### src/rtl/keypad_if.sv
// Key event handshake between the keypad scanner (master) and its consumer (slave).
// The master holds key_code and key_valid until the consumer acks; key_held and overrun are status outputs.
interface keypad_if;
  logic [3:0] key_code;
  logic       key_valid;
  logic       key_ack;
  logic       key_held;
  logic       overrun;

  modport master (
    output key_code,
    output key_valid,
    output key_held,
    output overrun,
    input  key_ack
  );

  modport slave (
    input  key_code,
    input  key_valid,
    input  key_held,
    input  overrun,
    output key_ack
  );
endinterface

### src/rtl/keypad_scanner.sv
// 4x4 active-low keypad scanner with debounce: one event per press, ready 4*SCAN_TICKS*DEBOUNCE_SCANS cycles after it settles.
// One-entry valid/ack buffer; a press accepted while an event is still pending is dropped and flagged on overrun.
module keypad_scanner #(
  parameter int SCAN_TICKS     = 41666,
  parameter int DEBOUNCE_SCANS = 4
) (
  input  logic       clk,
  input  logic       reset_n,
  output logic [3:0] row,
  input  logic [3:0] col,
  keypad_if.master   key
);

  localparam int TW = (SCAN_TICKS > 1) ? $clog2(SCAN_TICKS) : 1;
  localparam int CW = $clog2(DEBOUNCE_SCANS + 1);
  localparam logic [TW-1:0] TICK_LAST = TW'(SCAN_TICKS - 1);
  localparam logic [CW-1:0] CNT_DONE  = CW'(DEBOUNCE_SCANS);

  localparam logic [1:0] IDLE        = 2'd0;
  localparam logic [1:0] PRESS_CHK   = 2'd1;
  localparam logic [1:0] PRESSED     = 2'd2;
  localparam logic [1:0] RELEASE_CHK = 2'd3;

  logic [3:0]    col_meta;
  logic [3:0]    col_sync;
  logic [TW-1:0] tick_cnt;
  logic [1:0]    row_idx;

  // Scan accumulator over rows 0..2: number of lows seen (saturating at 2) and the first key found.
  logic [1:0]    acc_lows;
  logic [3:0]    acc_key;

  logic [1:0]    state;
  logic [1:0]    state_nxt;
  logic [CW-1:0] db_cnt;
  logic [CW-1:0] db_cnt_nxt;
  logic [CW-1:0] db_cnt_inc;
  logic [3:0]    candidate;
  logic [3:0]    candidate_nxt;
  logic          accept;

  logic          row_tick;
  logic          scan_eval;
  logic [2:0]    row_lows;
  logic [1:0]    row_col;
  logic [1:0]    row_lows_sat;
  logic [2:0]    tot_sum;
  logic [1:0]    tot_lows;
  logic [3:0]    hit_key;
  logic          scan_none;
  logic          scan_single;

  assign row = ~(4'b0001 << row_idx);

  always_ff @(posedge clk or negedge reset_n) begin
    if (!reset_n) begin
      col_meta <= 4'b1111;
      col_sync <= 4'b1111;
    end else begin
      col_meta <= col;
      col_sync <= col_meta;
    end
  end

  assign row_tick  = (tick_cnt == TICK_LAST);
  assign scan_eval = row_tick && (row_idx == 2'd3);

  always_ff @(posedge clk or negedge reset_n) begin
    if (!reset_n) begin
      tick_cnt <= '0;
      row_idx  <= 2'd0;
    end else if (row_tick) begin
      tick_cnt <= '0;
      row_idx  <= row_idx + 2'd1;
    end else begin
      tick_cnt <= tick_cnt + TW'(1);
    end
  end

  // Lowest-numbered low column wins the index; the count alone decides single vs multi.
  always_comb begin
    row_lows = 3'd0;
    row_col  = 2'd0;
    for (int c = 3; c >= 0; c--) begin
      if (!col_sync[c]) begin
        row_lows = row_lows + 3'd1;
        row_col  = 2'(c);
      end
    end
  end

  assign row_lows_sat = (row_lows >= 3'd2) ? 2'd2 : row_lows[1:0];
  assign tot_sum      = {1'b0, acc_lows} + {1'b0, row_lows_sat};
  assign tot_lows     = (tot_sum >= 3'd2) ? 2'd2 : tot_sum[1:0];
  assign hit_key      = (acc_lows == 2'd0) ? {row_idx, row_col} : acc_key;
  assign scan_none    = (tot_lows == 2'd0);
  assign scan_single  = (tot_lows == 2'd1);

  always_ff @(posedge clk or negedge reset_n) begin
    if (!reset_n) begin
      acc_lows <= 2'd0;
      acc_key  <= 4'd0;
    end else if (row_tick) begin
      if (row_idx == 2'd3) begin
        acc_lows <= 2'd0;
        acc_key  <= 4'd0;
      end else begin
        acc_lows <= tot_lows;
        acc_key  <= hit_key;
      end
    end
  end

  assign db_cnt_inc = db_cnt + CW'(1);

  always_comb begin
    state_nxt     = state;
    db_cnt_nxt    = db_cnt;
    candidate_nxt = candidate;
    accept        = 1'b0;
    if (scan_eval) begin
      case (state)
        IDLE: begin
          if (scan_single) begin
            candidate_nxt = hit_key;
            if (DEBOUNCE_SCANS == 1) begin
              accept     = 1'b1;
              state_nxt  = PRESSED;
              db_cnt_nxt = '0;
            end else begin
              state_nxt  = PRESS_CHK;
              db_cnt_nxt = CW'(1);
            end
          end
        end
        PRESS_CHK: begin
          if (scan_single && (hit_key == candidate)) begin
            if (db_cnt_inc == CNT_DONE) begin
              accept     = 1'b1;
              state_nxt  = PRESSED;
              db_cnt_nxt = '0;
            end else begin
              db_cnt_nxt = db_cnt_inc;
            end
          end else if (scan_single) begin
            candidate_nxt = hit_key;
            db_cnt_nxt    = CW'(1);
          end else begin
            state_nxt  = IDLE;
            db_cnt_nxt = '0;
          end
        end
        PRESSED: begin
          if (scan_none) begin
            if (DEBOUNCE_SCANS == 1) begin
              state_nxt  = IDLE;
              db_cnt_nxt = '0;
            end else begin
              state_nxt  = RELEASE_CHK;
              db_cnt_nxt = CW'(1);
            end
          end
        end
        default: begin
          // Multi-key scans count as still held, so they bounce back to PRESSED.
          if (scan_none) begin
            if (db_cnt_inc == CNT_DONE) begin
              state_nxt  = IDLE;
              db_cnt_nxt = '0;
            end else begin
              db_cnt_nxt = db_cnt_inc;
            end
          end else begin
            state_nxt  = PRESSED;
            db_cnt_nxt = '0;
          end
        end
      endcase
    end
  end

  always_ff @(posedge clk or negedge reset_n) begin
    if (!reset_n) begin
      state     <= IDLE;
      db_cnt    <= '0;
      candidate <= 4'd0;
    end else begin
      state     <= state_nxt;
      db_cnt    <= db_cnt_nxt;
      candidate <= candidate_nxt;
    end
  end

  assign key.key_held = (state == PRESSED) || (state == RELEASE_CHK);

  // An ack landing on the accept cycle frees the slot, so the new event loads without overrun.
  always_ff @(posedge clk or negedge reset_n) begin
    if (!reset_n) begin
      key.key_code  <= 4'd0;
      key.key_valid <= 1'b0;
      key.overrun   <= 1'b0;
    end else begin
      key.overrun <= 1'b0;
      if (accept) begin
        if (key.key_valid && !key.key_ack) begin
          key.overrun <= 1'b1;
        end else begin
          key.key_code  <= candidate_nxt;
          key.key_valid <= 1'b1;
        end
      end else if (key.key_ack && key.key_valid) begin
        key.key_valid <= 1'b0;
      end
    end
  end

endmodule

### src/flat_wrapper.sv
// flat-port wrapper written by rule: the top's interface ports become plain ports
module keypad_scanner_flat 
#(
  parameter int SCAN_TICKS     = 41666,
  parameter int DEBOUNCE_SCANS = 4
)
  (clk, reset_n, row, col, key_key_code, key_key_valid, key_key_held, key_overrun, key_key_ack);
  keypad_if key_i ();
  input  logic clk;
  input  logic reset_n;
  output logic [3:0] row;
  input  logic [3:0] col;
  output wire logic [$bits(key_i.key_code)-1:0] key_key_code;
  output wire logic [$bits(key_i.key_valid)-1:0] key_key_valid;
  output wire logic [$bits(key_i.key_held)-1:0] key_key_held;
  output wire logic [$bits(key_i.overrun)-1:0] key_overrun;
  input wire logic [$bits(key_i.key_ack)-1:0] key_key_ack;
  assign key_key_code = key_i.key_code;
  assign key_key_valid = key_i.key_valid;
  assign key_key_held = key_i.key_held;
  assign key_overrun = key_i.overrun;
  assign key_i.key_ack = key_key_ack;
  keypad_scanner #(.SCAN_TICKS(SCAN_TICKS), .DEBOUNCE_SCANS(DEBOUNCE_SCANS)) u_core (.clk(clk), .reset_n(reset_n), .row(row), .col(col), .key(key_i));
endmodule
### config.mk
export PLATFORM = sky130hd
export DESIGN_NAME = keypad_scanner_flat
export DESIGN_NICKNAME = d
export VERILOG_FILES = /design/src/rtl/keypad_if.sv /design/src/rtl/keypad_scanner.sv /design/src/flat_wrapper.sv
export SDC_FILE = /design/constraint.sdc
export NUM_CORES = 1
export LEC_CHECK = 0
export ABC_AREA = 1
export BUFFER_PORTS_ARGS = -buffer_cell sky130_fd_sc_hd__buf_4
export CELL_PAD_IN_SITES_DETAIL_PLACEMENT = 0
export CELL_PAD_IN_SITES_GLOBAL_PLACEMENT = 1
export CORE_MARGIN = 3
export CORE_UTILIZATION = 49
export CTS_CLUSTER_SIZE = 24
export DETAILED_ROUTE_END_ITERATION = 12
export PLACE_DENSITY = 0.95
export SETUP_SLACK_MARGIN = 0.4
export SLEW_MARGIN = 20
export SYNTH_ARGS = -nofsm -noshare
export SYNTH_HDL_FRONTEND = slang
export SYNTH_SLANG_ARGS = --single-unit
### constraint.sdc
create_clock -name clk -period 8.23 [get_ports clk]
set_input_delay 0.4115 -clock clk [delete_from_list [all_inputs] [get_ports clk]]
set_output_delay 0.4115 -clock clk [all_outputs]
set_load 0.05 [all_outputs]
# Word-level counts from Yosys, hierarchy flattened

Index checks and enable logic that the tools add are counted.

$add $sub $neg: 7
Order comparisons: 2
Equal/unequal tests: 14
Shift-type cells: 1
Mux-type cells: 42
Bitwise operators: 2
Reductions and logical operators: 14

Operator list:

| operator              | number |
|---|---|
| $mux 2                | 14 |
| $mux 3                | 8 |
| $mux 4                | 5 |
| $add 16x1->16 const B | 1 |
| $eq 16x16->1 const B  | 1 |
| $mux 16               | 1 |
| $mux 1                | 11 |
| $add 3x1->3 const B   | 3 |
| $pmux 3 s3            | 1 |
| $pmux 4 s2            | 1 |
| $eq 2x2->1 const B    | 3 |
| $ge 3x2->1 const B    | 2 |
| $logic_not 2->1       | 3 |
| $ne 3x3->1 const B    | 2 |
| $pmux 2 s3            | 1 |
| $reduce_and 6->1      | 1 |
| $ne 5x5->1 const B    | 1 |
| $eq 2x1->1 const B    | 2 |
| $eq 4x4->1            | 1 |
| $logic_and 1x1->1     | 4 |
| $ne 2x1->1 const B    | 2 |
| $not 4->4             | 1 |
| $reduce_and 2->1      | 2 |
| $shl 1x2->4 const A   | 1 |
| other kinds (10)      | 10 |

Flip-flop bits (word level): 47

# Depth between registers and ports, before layout

Depth after elaboration: 19
Depth in mapped cells: 23
Gate-level depth less buffers: 23

# Worst setup path after synthesis

No wires, ideal clock.

Kind: reg2reg
Start point: reg u_core.col_sync[2]
End point: reg u_core.state[0]
Setup time: 113 ps
Data arrival time: 3,254 ps
Setup slack: 4,863 ps
Cell stages (with the launch flop): 22
Path buffers: 0
Cell sequence: dfstp_2 -> inv_1 -> ha_1 -> xnor2_1 -> ha_1 -> nand2_1 -> nand2_1 -> nor3_1 -> ha_1 -> inv_1 -> fa_1 -> nand2_1 -> nor2_1 -> inv_1 -> nand2_1 -> nand2_1 -> nor3_2 -> nand2_1 -> inv_1 -> nand3_1 -> nand2_1 -> inv_1

Word-level cells in the longest chain between the ends: 14
Elaborated cells between the ends (all ways): 27
Those cells by class: add/sub (3); order compare (2); eq/ne (7); mux (12); reduce/logical (3)

RTL lines:

| element                                                  | RTL line              | text |
|---|---|---|
| start, declared                                          | keypad_scanner.sv:25  | `logic [3:0] col_sync;` |
| start signal, assigned                                   | keypad_scanner.sv:61  | `col_sync <= col_meta;` |
| $mux 3                                                   | keypad_scanner.sv:85  | `if (!col_sync[c]) begin` |
| $add 3x1->3                                              | keypad_scanner.sv:86  | `row_lows = row_lows + 3'd1;` |
| $mux 3                                                   | keypad_scanner.sv:85  |  |
| $add 3x1->3                                              | keypad_scanner.sv:86  |  |
| $mux 3                                                   | keypad_scanner.sv:85  |  |
| $ge 3x2->1                                               | keypad_scanner.sv:92  | `assign row_lows_sat = (row_lows >= 3'd2) ? 2'd2 : row_lows[1:0];` |
| $mux 2                                                   | keypad_scanner.sv:92  |  |
| $add 2x2->3                                              | keypad_scanner.sv:93  | `assign tot_sum = {1'b0, acc_lows} + {1'b0, row_lows_sat};` |
| $ge 3x2->1                                               | keypad_scanner.sv:94  | `assign tot_lows = (tot_sum >= 3'd2) ? 2'd2 : tot_sum[1:0];` |
| $mux 2                                                   | keypad_scanner.sv:94  |  |
| $eq 2x1->1                                               | keypad_scanner.sv:97  | `assign scan_single = (tot_lows == 2'd1);` |
| $logic_and 1x1->1                                        | keypad_scanner.sv:137 | `if (scan_single && (hit_key == candidate)) begin` |
| $ne 3x3->1 (no line) or $mux 2 (tied branches)           | --                    |  |
| $reduce_and 6->1 (no line) or $pmux 2 s3 (tied branches) | --                    |  |
| end signal, assigned                                     | keypad_scanner.sv:188 | `state <= state_nxt;` |
| end, declared                                            | keypad_scanner.sv:33  | `logic [1:0] state;` |

Parallel ways exist; a longest one is shown, timed or not.
A chain may end at the register's enable or synchronous reset.

# Final worst setup path

Same ends and word-level chain as after synthesis.

==> flow_summary.yaml <==
status:
  outcome: "finished clean"
power:
  ir_worst_vdd_mv: 0.106
  total_leakage_power_nw: 1.53
  power_per_cell_area_nw_per_um2: 143
worst_setup_path:
  cp_cell_sequence: "inv_1 > ha_1 > xnor2_1 > ha_1 > nand2_1 > nand2_1 > nor3_1 > ha_1 > inv_1 > fa_1 > nand2_1 > nor2_1 > inv_1 > nand2_1 > nand2_1 > nor3_2 > nand2_1 > inv_1 > nand3_1 > nand2_1 > inv_1"
  worst-path-buf-inv: 5
  endpoint_kind: "flop"
  critPathMostFrequentCell: "nand2_1"
  worst_setup_path_startpoint: "u_core.col_sync[2]$_DFF_PN1_"
  register_to_register_path_setup_slack_ns: 4.12
  required_time_of_the_critical_path_ns: 8.44
  worstReg2RegStart: "u_core.col_sync[2]$_DFF_PN1_"
  rr_worst_depth: 21
  cp_max_fo: 12
  critical_path_depth: 21
  critical_path_start_end_classification: "reg2reg"
  slowest_stage: "dfstp_2"
  cpPeakStageDelay_ns: 0.56
  worst-endpoint-arrival_ns: 4.31
  crit-reg2reg-capture: "u_core.state[0]$_DFFE_PN0P_"
  worst_path_dominant_cell_family: "simple AND/OR/NAND/NOR gates"
  endpoint: "u_core.state[0]$_DFFE_PN0P_"
  worst_setup_path_start_kind: "flop"
clock_tree:
  tritoncts: "done"
  clk_pin_slew_worst_paths_ns: 0.09
  cts_resized: 0
  cts_hold_buf: 0
  post-cts-setup-buffer-count: 0
  cts-htree-levels: 2
  cts_inserted_buffers: 5
  clockBufferDepth: 2
  cts.root.buffer_cell: "clkbuf_8"
  clkSinkCount: 47
  clock_latency_reported_for_the_late_side_of_the_worst_skew_pair_ns: 0.31
global_route:
  grt.total_usage: 0.191
  grt_start_max_net_pins: 48
  overflow: 0
  grt_antenna_before_repair: 0
  grt_first_pass_wirelength_um: 9720
  vias_in_the_first_global_route: 2207
cells_and_area:
  nets: 387
  layout-drive-gt1-share: 0.193
  final.fill_count: 468
  area_added_between_synthesis_and_finish_pct: 10.9
  antenna_cells: 0
floorplanning:
  fp.dieH_um: 81.6
  core_area_sq_um: 5300
  rows: 26
  dieArea_sq_um: 6650
  die-width_um: 81.6
  num_io_pins: 18
  floorplan.initialDensity: 0.528
logic_synthesis:
  synth_largest_area_cell: "dfrtp_1"
  instance_count_of_the_mapped_netlist: 347
  synth_cell_area_sq_um: 2800
  ys.warnings.count: 0
  synth.distinct_cells: 34
  average_cell_area_after_synthesis_sq_um: 8.06
  sequential_element_share_of_the_synthesized_area: 0.424
  synth-seq-cells: 47
  yosysTopAreaCellShare: 0.349
  synth.net_count: 368
  synthTopCellsByArea: "dfrtp_1 35%, nand2_1 11%, dfstp_2 7.5%"
route:
  drtAntennaViolNets: 0
  drt-wirelength-per-cell_um: 12.4
  drt_wl_total_um: 5440
  route.vias.total: 2202
  drt-vias-per-instance: 5.04
  drt_drc_violations_left: 0
  drt_iter0_drc: 112
  detail_route.first_pass.iterations: 4
sta:
  setup_ws_ns: 4.12
  period_share: 0.499
  final-hold-violation-count: 0
  finClkSkew_ns: 0.0105
  slew-limit-headroom: 0.551
  setup_repair_after_global_routing_missed_its_margin: "false"
  finalSetupTns_ns: 0
  min_tclk_post_route_ns: 4.11
  max_clock_freq_mhz: 244
  setup_violations: 0
  measured_slew_at_the_worst_slew_check_pin_ns: 0.671
  timing_max_transition_violations_final: 0
flow_run:
  maxCapViolCount: 0
placed_design:
  place.detailed.hpwl_um: 4160
  finalWeightedCongestion: 0.850
  detailedPlace.worstSlack_ns: 4.11
  portBuffers: 17
hold_path:
  worst_hold_path_type: "in2async"
kinds of logic after synthesis:
kind of cell / count (synthesis) / share of synthesized area
simple gates: 180 / 0.322
buf+inv: 64 / 0.0877
flops: 47 / 0.424
compound gates: 32 / 0.0693
fa+ha+maj: 14 / 0.0653
xor+xnor: 10 / 0.0313
routing by layer:
layer  part of all wire  wire, um  track usage  vias to the layer above
met5                  0         0            0                        -
met4              0.016        85       0.0709                        0
met3              0.023       127       0.0439                        7
met2               0.48      2640        0.322                       14
met1               0.48      2590        0.239                     1031
li1                   -         -            -                     1150
report_power, final:
group / switching, W / internal (W) / leakage (nW)
clock: 0.0000836 / 0.0000905 / 0.0581
combinational: 0.0000225 / 0.0000124 / 0.855
sequential: 0.00000155 / 0.000234 / 0.615
total: 0.000108 / 0.000337 / 1.53
state kept, by name, indices dropped and copies added, names as in the netlist, 2 cells and up:
register	count
u_core.db_cnt	3
u_core.col_sync	4
u_core.key.key_code	4
u_core.row_idx	2
u_core.acc_lows	2
u_core.col_meta	4
u_core.candidate	4
u_core.acc_key	4
u_core.state	2
u_core.tick_cnt	16
synth_stat cells, drive strengths merged:
library cell,count
ha,13
or2,1
o22ai,6
nand3b,2
nor4,5
inv,59
dfstp,8
xor2,8
a21oi,6
o21ai,16
nor3,9
dfrtp,39
nand2,90
nor2,34
o221ai,4
xnor2,2
buf,3
nand3,33
fa,1
clkbuf,2
nand4,6
worst min-delay path by stage:
| stage | start | endpoint | slack [ns] | cells after the start |
|---|---|---|---|---|
| after floorplan | reset_n | u_core.acc_key[0]$_DFFE_PN0N_ | 0.12 | 0 |
| after global placement | u_core.col_meta[3]$_DFF_PN1_ | u_core.col_sync[3]$_DFF_PN1_ | 0.35 | 0 |
| after detailed placement | u_core.col_meta[0]$_DFF_PN1_ | u_core.col_sync[0]$_DFF_PN1_ | 0.35 | 0 |
| after CTS | reset_n | u_core.acc_key[0]$_DFFE_PN0N_ | 0.11 | 1 |
| after global routing | reset_n | u_core.acc_key[0]$_DFFE_PN0N_ | 0.13 | 1 |
| final | reset_n | u_core.acc_key[0]$_DFFE_PN0N_ | 0.09 | 1 |
stage by stage:
step | cell area (sq um) | total power (W) | util | cells | hold WS [ns]
2_1_floorplan | 2800 | 0.000264 | - | 347 | 0.116
3_5_place_dp | 2990 | 0.000276 | 0.564 | 429 | 0.347
6_report | 3100 | 0.000445 | 0.585 | 437 | 0.0864
4_1_cts | 3100 | 0.000451 | 0.585 | 437 | 0.109
3_3_place_gp | 2990 | 0.000275 | 0.564 | 429 | 0.346
5_1_grt | 3100 | 0.000466 | 0.585 | 437 | 0.129
cell type report:
class | instances | area (sq um) | share of cell area
multi-input cells | 236 | 1370 | 0.441
flip-flops and latches | 47 | 1190 | 0.382
inverters | 59 | 221 | 0.0714
repair buffers | 17 | 128 | 0.0411
well taps | 70 | 87.6 | 0.0282
clock buffers | 5 | 68.8 | 0.0222
clock inverters | 3 | 43.8 | 0.0141
cell usage in the layout, fill, tap and decap left out, types with 5 or more instances in the layout:
master / instances
nand2_2: 6
nand4_1: 6
inv_1: 52
xor2_1: 8
o21ai_0: 12
nand3_1: 28
nor2_2: 5
nor2_1: 25
nand2_1: 83
o22ai_1: 6
clkbuf_8: 5
nand3_2: 5
buf_4: 17
dfrtp_1: 39
a21oi_1: 6
dfstp_2: 8
ha_1: 13
inv_2: 7
Power figures use the tool's default switching activity.
